<file path="src/rtl/pkt_slot_ctrl.sv">
// Multi-slot packet buffer controller: fills slots from the input queue, offers
// filled slots to the processor, then streams finished slots to the output queue.

module pkt_slot_ent #(
   parameter int ADDR_W = 8
) (
   input  logic              clk,
   input  logic              reset,
   input  logic              fill,
   input  logic              done,
   input  logic              free,
   input  logic [ADDR_W-1:0] start_d,
   input  logic [ADDR_W-1:0] end_d,
   output logic              is_filled,
   output logic              is_done,
   output logic              nxt_free,
   output logic [ADDR_W-1:0] start_addr,
   output logic [ADDR_W-1:0] end_addr
);
   typedef enum logic [1:0] {FREE, FILLED, DONE} slot_e;
   slot_e st, st_nxt;

   // fill/done/free only fire from FREE/FILLED/DONE respectively, so at most one hits a slot
   always_comb begin
      st_nxt = st;
      if (fill) st_nxt = FILLED;
      if (done) st_nxt = DONE;
      if (free) st_nxt = FREE;
   end

   always_ff @(posedge clk or negedge reset) begin
      if (!reset) begin
         st         <= FREE;
         start_addr <= '0;
         end_addr   <= '0;
      end else begin
         st <= st_nxt;
         if (fill) begin
            start_addr <= start_d;
            end_addr   <= end_d;
         end
      end
   end

   assign is_filled = (st == FILLED);
   assign is_done   = (st == DONE);
   assign nxt_free  = (st_nxt == FREE);
endmodule

module pkt_slot_ctrl #(
   parameter int DATA_W    = 64,
   parameter int CTRL_W    = 8,
   parameter int ADDR_W    = 8,
   parameter int NUM_SLOTS = 2,
   localparam int SLOT_W   = (NUM_SLOTS > 1) ? $clog2(NUM_SLOTS) : 1
) (
   input  logic                     clk,
   input  logic                     reset,
   input  logic                     in_wr,
   input  logic [CTRL_W-1:0]        in_ctrl,
   input  logic [DATA_W-1:0]        in_data,
   output logic                     in_rdy,
   output logic                     mem_wen,
   output logic [ADDR_W-1:0]        mem_wr_addr,
   output logic [CTRL_W+DATA_W-1:0] mem_wr_data,
   output logic [ADDR_W-1:0]        mem_rd_addr,
   input  logic [CTRL_W+DATA_W-1:0] mem_rd_data,
   output logic                     pkt_rdy,
   output logic [SLOT_W-1:0]        pkt_slot,
   output logic [ADDR_W-1:0]        pkt_start_addr,
   output logic [ADDR_W-1:0]        pkt_end_addr,
   input  logic                     proc_done,
   output logic                     out_wr,
   output logic [CTRL_W-1:0]        out_ctrl,
   output logic [DATA_W-1:0]        out_data,
   input  logic                     out_rdy,
   output logic [15:0]              drop_cnt
);
   localparam int OFF_W = ADDR_W - SLOT_W;

   typedef enum logic [1:0] {W_IDLE, W_FILL, W_DROP} wst_e;
   typedef enum logic {R_IDLE, R_STREAM} rst_e;

   wst_e w_st, w_nxt;
   rst_e r_st, r_nxt;
   logic [SLOT_W-1:0] wr_slot, wr_slot_nxt, proc_slot, rd_slot;
   logic [OFF_W:0]    wr_cnt, wr_cnt_nxt;
   logic [ADDR_W-1:0] wr_addr, base_addr;
   logic accept, ctrl_nz, wen_d, fill_ev, drop_ev, done_ev, free_ev, issue, rd_last;
   logic [NUM_SLOTS-1:0] fill_v, done_v, free_v, is_filled, is_done, nxt_free;
   logic [NUM_SLOTS-1:0][ADDR_W-1:0] slot_start, slot_end;

   assign accept    = in_wr & in_rdy;
   assign ctrl_nz   = |in_ctrl;
   assign base_addr = {wr_slot, {OFF_W{1'b0}}};
   assign wr_addr   = (w_st == W_IDLE) ? base_addr : {wr_slot, wr_cnt[OFF_W-1:0]};

   for (genvar s = 0; s < NUM_SLOTS; s++) begin : g_slot
      assign fill_v[s] = fill_ev & (wr_slot == SLOT_W'(s));
      assign done_v[s] = done_ev & (proc_slot == SLOT_W'(s));
      assign free_v[s] = free_ev & (rd_slot == SLOT_W'(s));
      pkt_slot_ent #(.ADDR_W(ADDR_W)) u_ent (
         .clk(clk), .reset(reset), .fill(fill_v[s]), .done(done_v[s]), .free(free_v[s]),
         .start_d(base_addr), .end_d(wr_addr), .is_filled(is_filled[s]), .is_done(is_done[s]),
         .nxt_free(nxt_free[s]), .start_addr(slot_start[s]), .end_addr(slot_end[s])
      );
   end

   // wr_cnt counts words already in the slot; its top bit set means the slot is full
   always_comb begin
      w_nxt      = w_st;
      wen_d      = 1'b0;
      fill_ev    = 1'b0;
      drop_ev    = 1'b0;
      wr_cnt_nxt = wr_cnt;
      if (accept) begin
         case (w_st)
            W_IDLE: if (ctrl_nz) begin
               wen_d      = 1'b1;
               wr_cnt_nxt = {{OFF_W{1'b0}}, 1'b1};
               w_nxt      = W_FILL;
            end
            W_FILL: if (wr_cnt[OFF_W]) begin
               drop_ev = 1'b1;
               w_nxt   = ctrl_nz ? W_IDLE : W_DROP;
            end else begin
               wen_d      = 1'b1;
               wr_cnt_nxt = wr_cnt + 1'b1;
               if (ctrl_nz) begin
                  fill_ev = 1'b1;
                  w_nxt   = W_IDLE;
               end
            end
            W_DROP: if (ctrl_nz) w_nxt = W_IDLE;
            default: w_nxt = W_IDLE;
         endcase
      end
   end

   assign wr_slot_nxt = fill_ev ? wr_slot + 1'b1 : wr_slot;

   assign pkt_rdy        = is_filled[proc_slot];
   assign pkt_slot       = proc_slot;
   assign pkt_start_addr = slot_start[proc_slot];
   assign pkt_end_addr   = slot_end[proc_slot];
   assign done_ev        = proc_done & pkt_rdy;

   // rd_last: end address already issued, waiting for its word to leave on out_*
   always_comb begin
      r_nxt   = r_st;
      issue   = 1'b0;
      free_ev = 1'b0;
      case (r_st)
         R_IDLE: if (is_done[rd_slot]) r_nxt = R_STREAM;
         R_STREAM: begin
            issue = out_rdy & ~rd_last;
            if (rd_last & out_wr) begin
               free_ev = 1'b1;
               r_nxt   = R_IDLE;
            end
         end
         default: r_nxt = R_IDLE;
      endcase
   end

   always_ff @(posedge clk or negedge reset) begin
      if (!reset) begin
         w_st <= W_IDLE;
         r_st <= R_IDLE;
      end else begin
         w_st <= w_nxt;
         r_st <= r_nxt;
      end
   end

   always_ff @(posedge clk or negedge reset) begin
      if (!reset) begin
         wr_slot     <= '0;
         proc_slot   <= '0;
         rd_slot     <= '0;
         wr_cnt      <= '0;
         in_rdy      <= 1'b0;
         mem_wen     <= 1'b0;
         mem_wr_addr <= '0;
         mem_wr_data <= '0;
         mem_rd_addr <= '0;
         rd_last     <= 1'b0;
         out_wr      <= 1'b0;
         drop_cnt    <= '0;
      end else begin
         wr_slot <= wr_slot_nxt;
         wr_cnt  <= wr_cnt_nxt;
         // next-state view so a slot freed this cycle is claimable next cycle
         in_rdy  <= (w_nxt != W_IDLE) | nxt_free[wr_slot_nxt];
         mem_wen <= wen_d;
         if (wen_d) begin
            mem_wr_addr <= wr_addr;
            mem_wr_data <= {in_ctrl, in_data};
         end
         if (done_ev) proc_slot <= proc_slot + 1'b1;
         if (free_ev) rd_slot <= rd_slot + 1'b1;
         out_wr <= issue;
         if (r_st == R_IDLE && r_nxt == R_STREAM)
            mem_rd_addr <= slot_start[rd_slot];
         else if (issue && mem_rd_addr != slot_end[rd_slot])
            mem_rd_addr <= mem_rd_addr + 1'b1;
         if (issue && mem_rd_addr == slot_end[rd_slot]) rd_last <= 1'b1;
         else if (free_ev) rd_last <= 1'b0;
         if (drop_ev && drop_cnt != 16'hFFFF) drop_cnt <= drop_cnt + 1'b1;
      end
   end

   assign out_ctrl = out_wr ? mem_rd_data[CTRL_W+DATA_W-1:DATA_W] : '0;
   assign out_data = out_wr ? mem_rd_data[DATA_W-1:0] : '0;
endmodule

</file>
<file path="config.mk">
export PLATFORM = sky130hd
export DESIGN_NAME = pkt_slot_ctrl
export DESIGN_NICKNAME = d
export VERILOG_FILES = /design/src/rtl/pkt_slot_ctrl.sv
export SDC_FILE = /design/constraint.sdc
export NUM_CORES = 1
export LEC_CHECK = 0
export CAP_MARGIN = 10
export CORE_MARGIN = 5
export CORE_UTILIZATION = 38
export DETAILED_ROUTE_END_ITERATION = 12
export GPL_ROUTABILITY_DRIVEN = 0
export PLACE_DENSITY = 0.78
export SLEW_MARGIN = 20
export SYNTH_ARGS = -nofsm -noshare
export SYNTH_HDL_FRONTEND = slang
export SYNTH_HIERARCHICAL = 1
export SYNTH_SLANG_ARGS = --single-unit
export TNS_END_PERCENT = 10
</file>
<file path="constraint.sdc">
create_clock -name clk -period 2.05 [get_ports clk]
set_input_delay 0.205 -clock clk [delete_from_list [all_inputs] [get_ports clk]]
set_output_delay 0.205 -clock clk [all_outputs]
set_load 0.03 [all_outputs]
</file>
==> impl.org <==
** Clock network
- Clock-pin slew on the worst setup and hold paths :: 0.07 ns
- Buffers inserted during clock tree synthesis total 17.
- Counting along the longest clock path gives a buffer depth of 2.
- The tree is rooted in a sky130_fd_sc_hd__clkbuf_16.
- Total number of clock tree sinks :: 158
- Clk Latency, worst-skew pair :: 0.42 ns
- CTS H-tree depth :: 4
- TritonCTS built the clock tree.

** Floorplan
- 346 I/O pins were placed.
- Width of the die :: 151 um
- In this run the core area contains 51 standard-cell rows.
- Die outline area :: 22700 um2
- Effective utilization at floorplan :: 38.6%
- Core Box Area :: 19500 um2
- Die Y :: 151 um

** GRT
- First-pass GRT wire length :: 38600 um
- Pin count of the biggest net entering global routing :: 76
- In the global route stage, overall resource usage came out at 22.7%.
- The number of antenna violations at the first check in global routing is 0.
- Vias in the first global route :: 6730
- Global route total overflow :: 0

** Synth
- Most frequently used cell type in the post-synthesis netlist :: sky130_fd_sc_hd__nand2_1
- Of all flip-flops after synthesis, the portion carrying an async set or reset was 100%.
- The top cell type by area accounts for 52.7% of the synthesized area.
- For this run, the number of Yosys warnings is 6.
- Post-synth top cells :: 248 x sky130_fd_sc_hd__nand2_1, 158 x sky130_fd_sc_hd__dfrtp_1, 80 x sky130_fd_sc_hd__and2_1, 38 x sky130_fd_sc_hd__mux2_2, 26 x sky130_fd_sc_hd__xnor2_1
- Most area-hungry cell type in the Yosys netlist :: sky130_fd_sc_hd__dfrtp_1
- Post-synth top flop :: sky130_fd_sc_hd__dfrtp_1
- The synthesized design contains 158 register bits.
- Dividing the synthesized area by the synthesized cell count gives 9.92 um2.
- Synthesized area :: 7510 um2
- Proportion of synthesized chip area in sequential cells :: 52.7%
- Synth top area cells :: sky130_fd_sc_hd__dfrtp_1 53%, sky130_fd_sc_hd__nand2_1 12%, sky130_fd_sc_hd__and2_1 6.7%
- Synthesis handed over a netlist of 757 instances.
- Number of enable flip-flop cells after synthesis :: 0
- After synthesis, the netlist uses 47 different library cells.

** Timing
- Final-report setup violation count :: 0
- For the pin with the worst max-slew slack, the measured transition is 0.985 ns.
- Between clock sinks in the finished design, the worst skew comes to 0.00839 ns.
- Final Cycle Share :: 99.4%
- Unrepaired setup endpoints after global routing :: yes
- Maximum operating frequency :: 491 MHz
- The number of endpoints with negative hold slack in the final report was 0.
- The max-slew violation total from the final report was 0.
- Tmin final :: 2.04 ns
- Headroom to the max-slew limit came out at 34.1%.
- Fin Setup TNS :: 0 ns
- In the post-route analysis, the smallest setup slack over all paths is 0.0114 ns.

** Worst setup path
- Startpoint type of the worst setup path :: primary input
- In this run the worst path has a maximum fanout of 2.
- Data required time at the worst endpoint :: 2.35 ns
- Data arrives at the worst endpoint at 2.34 ns.
- STA classifies the critical path endpoint as a flip-flop.
- The setup path with the least slack is of type primary input to flip-flop.

** Routing
- After detailed routing, the number of remaining DRC violations is 0.
- Number of nets still failing antenna checks after routing :: 0
- Routed via count divided by cell count :: 4.72
- Sum of routed wire length over all layers :: 26100 um
- In the final routed layout, each cell accounts on average for 18.4 um.
- Via Count :: 6695
- Detailed-routing iteration count for the pre-antenna-repair pass :: 4
- For this block, the initial DRC count from the detailed router was 303.

** Layout
- Number of fill cells :: 1532
- Final-stage net count :: 1294
- The post-route netlist has 19.9% of its cells at a drive strength greater than 1.
- Number of antenna repair diodes :: 0
- Layout-stage area growth over the synthesis result :: 64.8%
- Final Instance Count excl. Fillers :: 1418

** Run
- The tool flagged a number of max-cap violations equal to 0.

** Place
- Placed Instances :: 1382
- Total of buffers placed on input and output ports :: 345
- Estimated wirelength of the detail-placed design :: 20600 um
- Post-Place Setup Slack :: -0.596 ns

** Power and ir drop
- VDD IR-drop max :: 0.999 mV
- The completed layout was analyzed and its total power is 17.9 mW.
- Cell area power density :: 1440 nW/um2
- P_leak :: 5.79 nW

** Min path
- The worst hold path belongs to the class primary input to flip-flop.

** Outcome
- The flow ran to the end, and the final reports show no timing, DRC or antenna violations.
## sequential cells by signal (all words and copies together) (netlist names), 4 cells and up
name / count
g_slot.u_ent/st: 4
g_slot.u_ent/start_addr: 16
g_slot.u_ent/end_addr: 16
mem_rd_addr: 8
drop_cnt: 16
mem_wr_data: 72
wr_cnt: 8
mem_wr_addr: 8
## report_power, final
| group | switching, mW | internal, mW | leakage, nW |
|---|---|---|---|
| registers | 0.967 | 4.32 | 1.99 |
| clock network | 1.39 | 1.59 | 0.273 |
| logic | 5.36 | 4.24 | 3.52 |
| total | 7.72 | 10.2 | 5.79 |
## path summary, 6_finish.rpt
path | cells after the start | start | slack (ns) | to
worst max register to register | 9 | w_st[1] | 0.04 | in_rdy
max in group asynchronous | 3 | reset | 1.04 | mem_wr_data[35]
worst min register to register | 2 | mem_wr_data[9] | 0.47 | mem_wr_data[9]
min in group asynchronous | 2 | reset | 0.31 | drop_cnt[15]
worst min-delay path | 3 | in_ctrl[4] | 0.05 | mem_wr_data[68]
worst max-delay path | 7 | in_ctrl[6] | 0.01 | in_rdy
## per-stage QoR
step / util [%] / hold WS [ns] / instance area, um2
2_1_floorplan: - / -0.0906 / 7570
3_3_place_gp: 60.4 / 0.195 / 11800
3_5_place_dp: 60.4 / 0.202 / 11800
4_1_cts: 63.3 / 0.279 / 12300
5_1_grt: 63.6 / 0.0642 / 12400
6_report: 63.6 / 0.0533 / 12400
## routing by layer
layer  global-route usage [%]  wire, um  vias to the layer above
li1                         -         -                     3205
met1                     23.4      8830                     3178
met2                     41.2     13700                      285
met3                     8.91      2690                       27
met4                     8.97       832                        0
met5                        0         0                        -
## layout make-up
cell class	count	area [um2]	area share [%]
inverters	11	41.3	0.334
multi-input cells	564	3410	27.5
well taps	265	332	2.68
repair buffers	388	4080	33.0
clock inverters	15	128	1.03
flip-flops and latches	158	3960	32.0
clock buffers	17	425	3.44
## logic make-up (layout without fill, tap and decap cells)
| logic type | after synthesis | in the layout | synth area share, % |
|---|---|---|---|
| simple gates | 399 | 399 | 24.3 |
| flops | 158 | 158 | 52.7 |
| mux | 74 | 74 | 11.8 |
| buf+inv | 48 | 431 | 3.22 |
| compound gates | 38 | 38 | 3.20 |
| xor+xnor | 34 | 34 | 3.97 |
| fa+ha+maj | 5 | 5 | 0.833 |
| other cells | 1 | 14 | 0.0499 |
## placed cells by master, fill, tap and decap left out, types with 3 or more instances in the layout
cell type	n
sky130_fd_sc_hd__clkdlybuf4s50_1	251
sky130_fd_sc_hd__nand2_1	246
sky130_fd_sc_hd__dfrtp_1	156
sky130_fd_sc_hd__buf_4	83
sky130_fd_sc_hd__and2_1	80
sky130_fd_sc_hd__buf_12	41
sky130_fd_sc_hd__mux2_2	38
sky130_fd_sc_hd__xnor2_1	26
sky130_fd_sc_hd__nor2_1	19
sky130_fd_sc_hd__mux2_4	18
sky130_fd_sc_hd__clkbuf_16	17
sky130_fd_sc_hd__conb_1	14
sky130_fd_sc_hd__mux2i_1	12
sky130_fd_sc_hd__o21ai_1	11
sky130_fd_sc_hd__nand4_1	11
sky130_fd_sc_hd__inv_1	9
sky130_fd_sc_hd__a21oi_1	8
sky130_fd_sc_hd__xor2_1	8
sky130_fd_sc_hd__dlygate4sd2_1	8
sky130_fd_sc_hd__nand3_1	7
sky130_fd_sc_hd__nor3_1	6
sky130_fd_sc_hd__and3_1	6
sky130_fd_sc_hd__mux2_1	6
sky130_fd_sc_hd__inv_6	6
sky130_fd_sc_hd__a21o_1	4
sky130_fd_sc_hd__clkinv_4	4
sky130_fd_sc_hd__nor2b_1	4
sky130_fd_sc_hd__nand2b_1	3
sky130_fd_sc_hd__ha_1	3
## worst max-delay path, cell delays in order
cell	delay (ns)
sky130_fd_sc_hd__clkdlybuf4s50_1	0.44
sky130_fd_sc_hd__or4_4	0.54
sky130_fd_sc_hd__nor2_4	0.15
sky130_fd_sc_hd__nor3_2	0.06
sky130_fd_sc_hd__ha_2	0.32
sky130_fd_sc_hd__mux2_2	0.32
sky130_fd_sc_hd__or3_1	0.30
## what timing repair did
| action | in CTS | in global routing |
|---|---|---|
| hold buffers | 1 | 0 |
| setup buffers | 0 | 3 |
| resized for setup | 13 | 8 |
| endpoints found under the hold margin | 49 | 0 |
| pin swaps | 1 | 6 |
| setup endpoints to repair | 27 | 4 |
No activity file was read; power rests on OpenSTA's default activity.
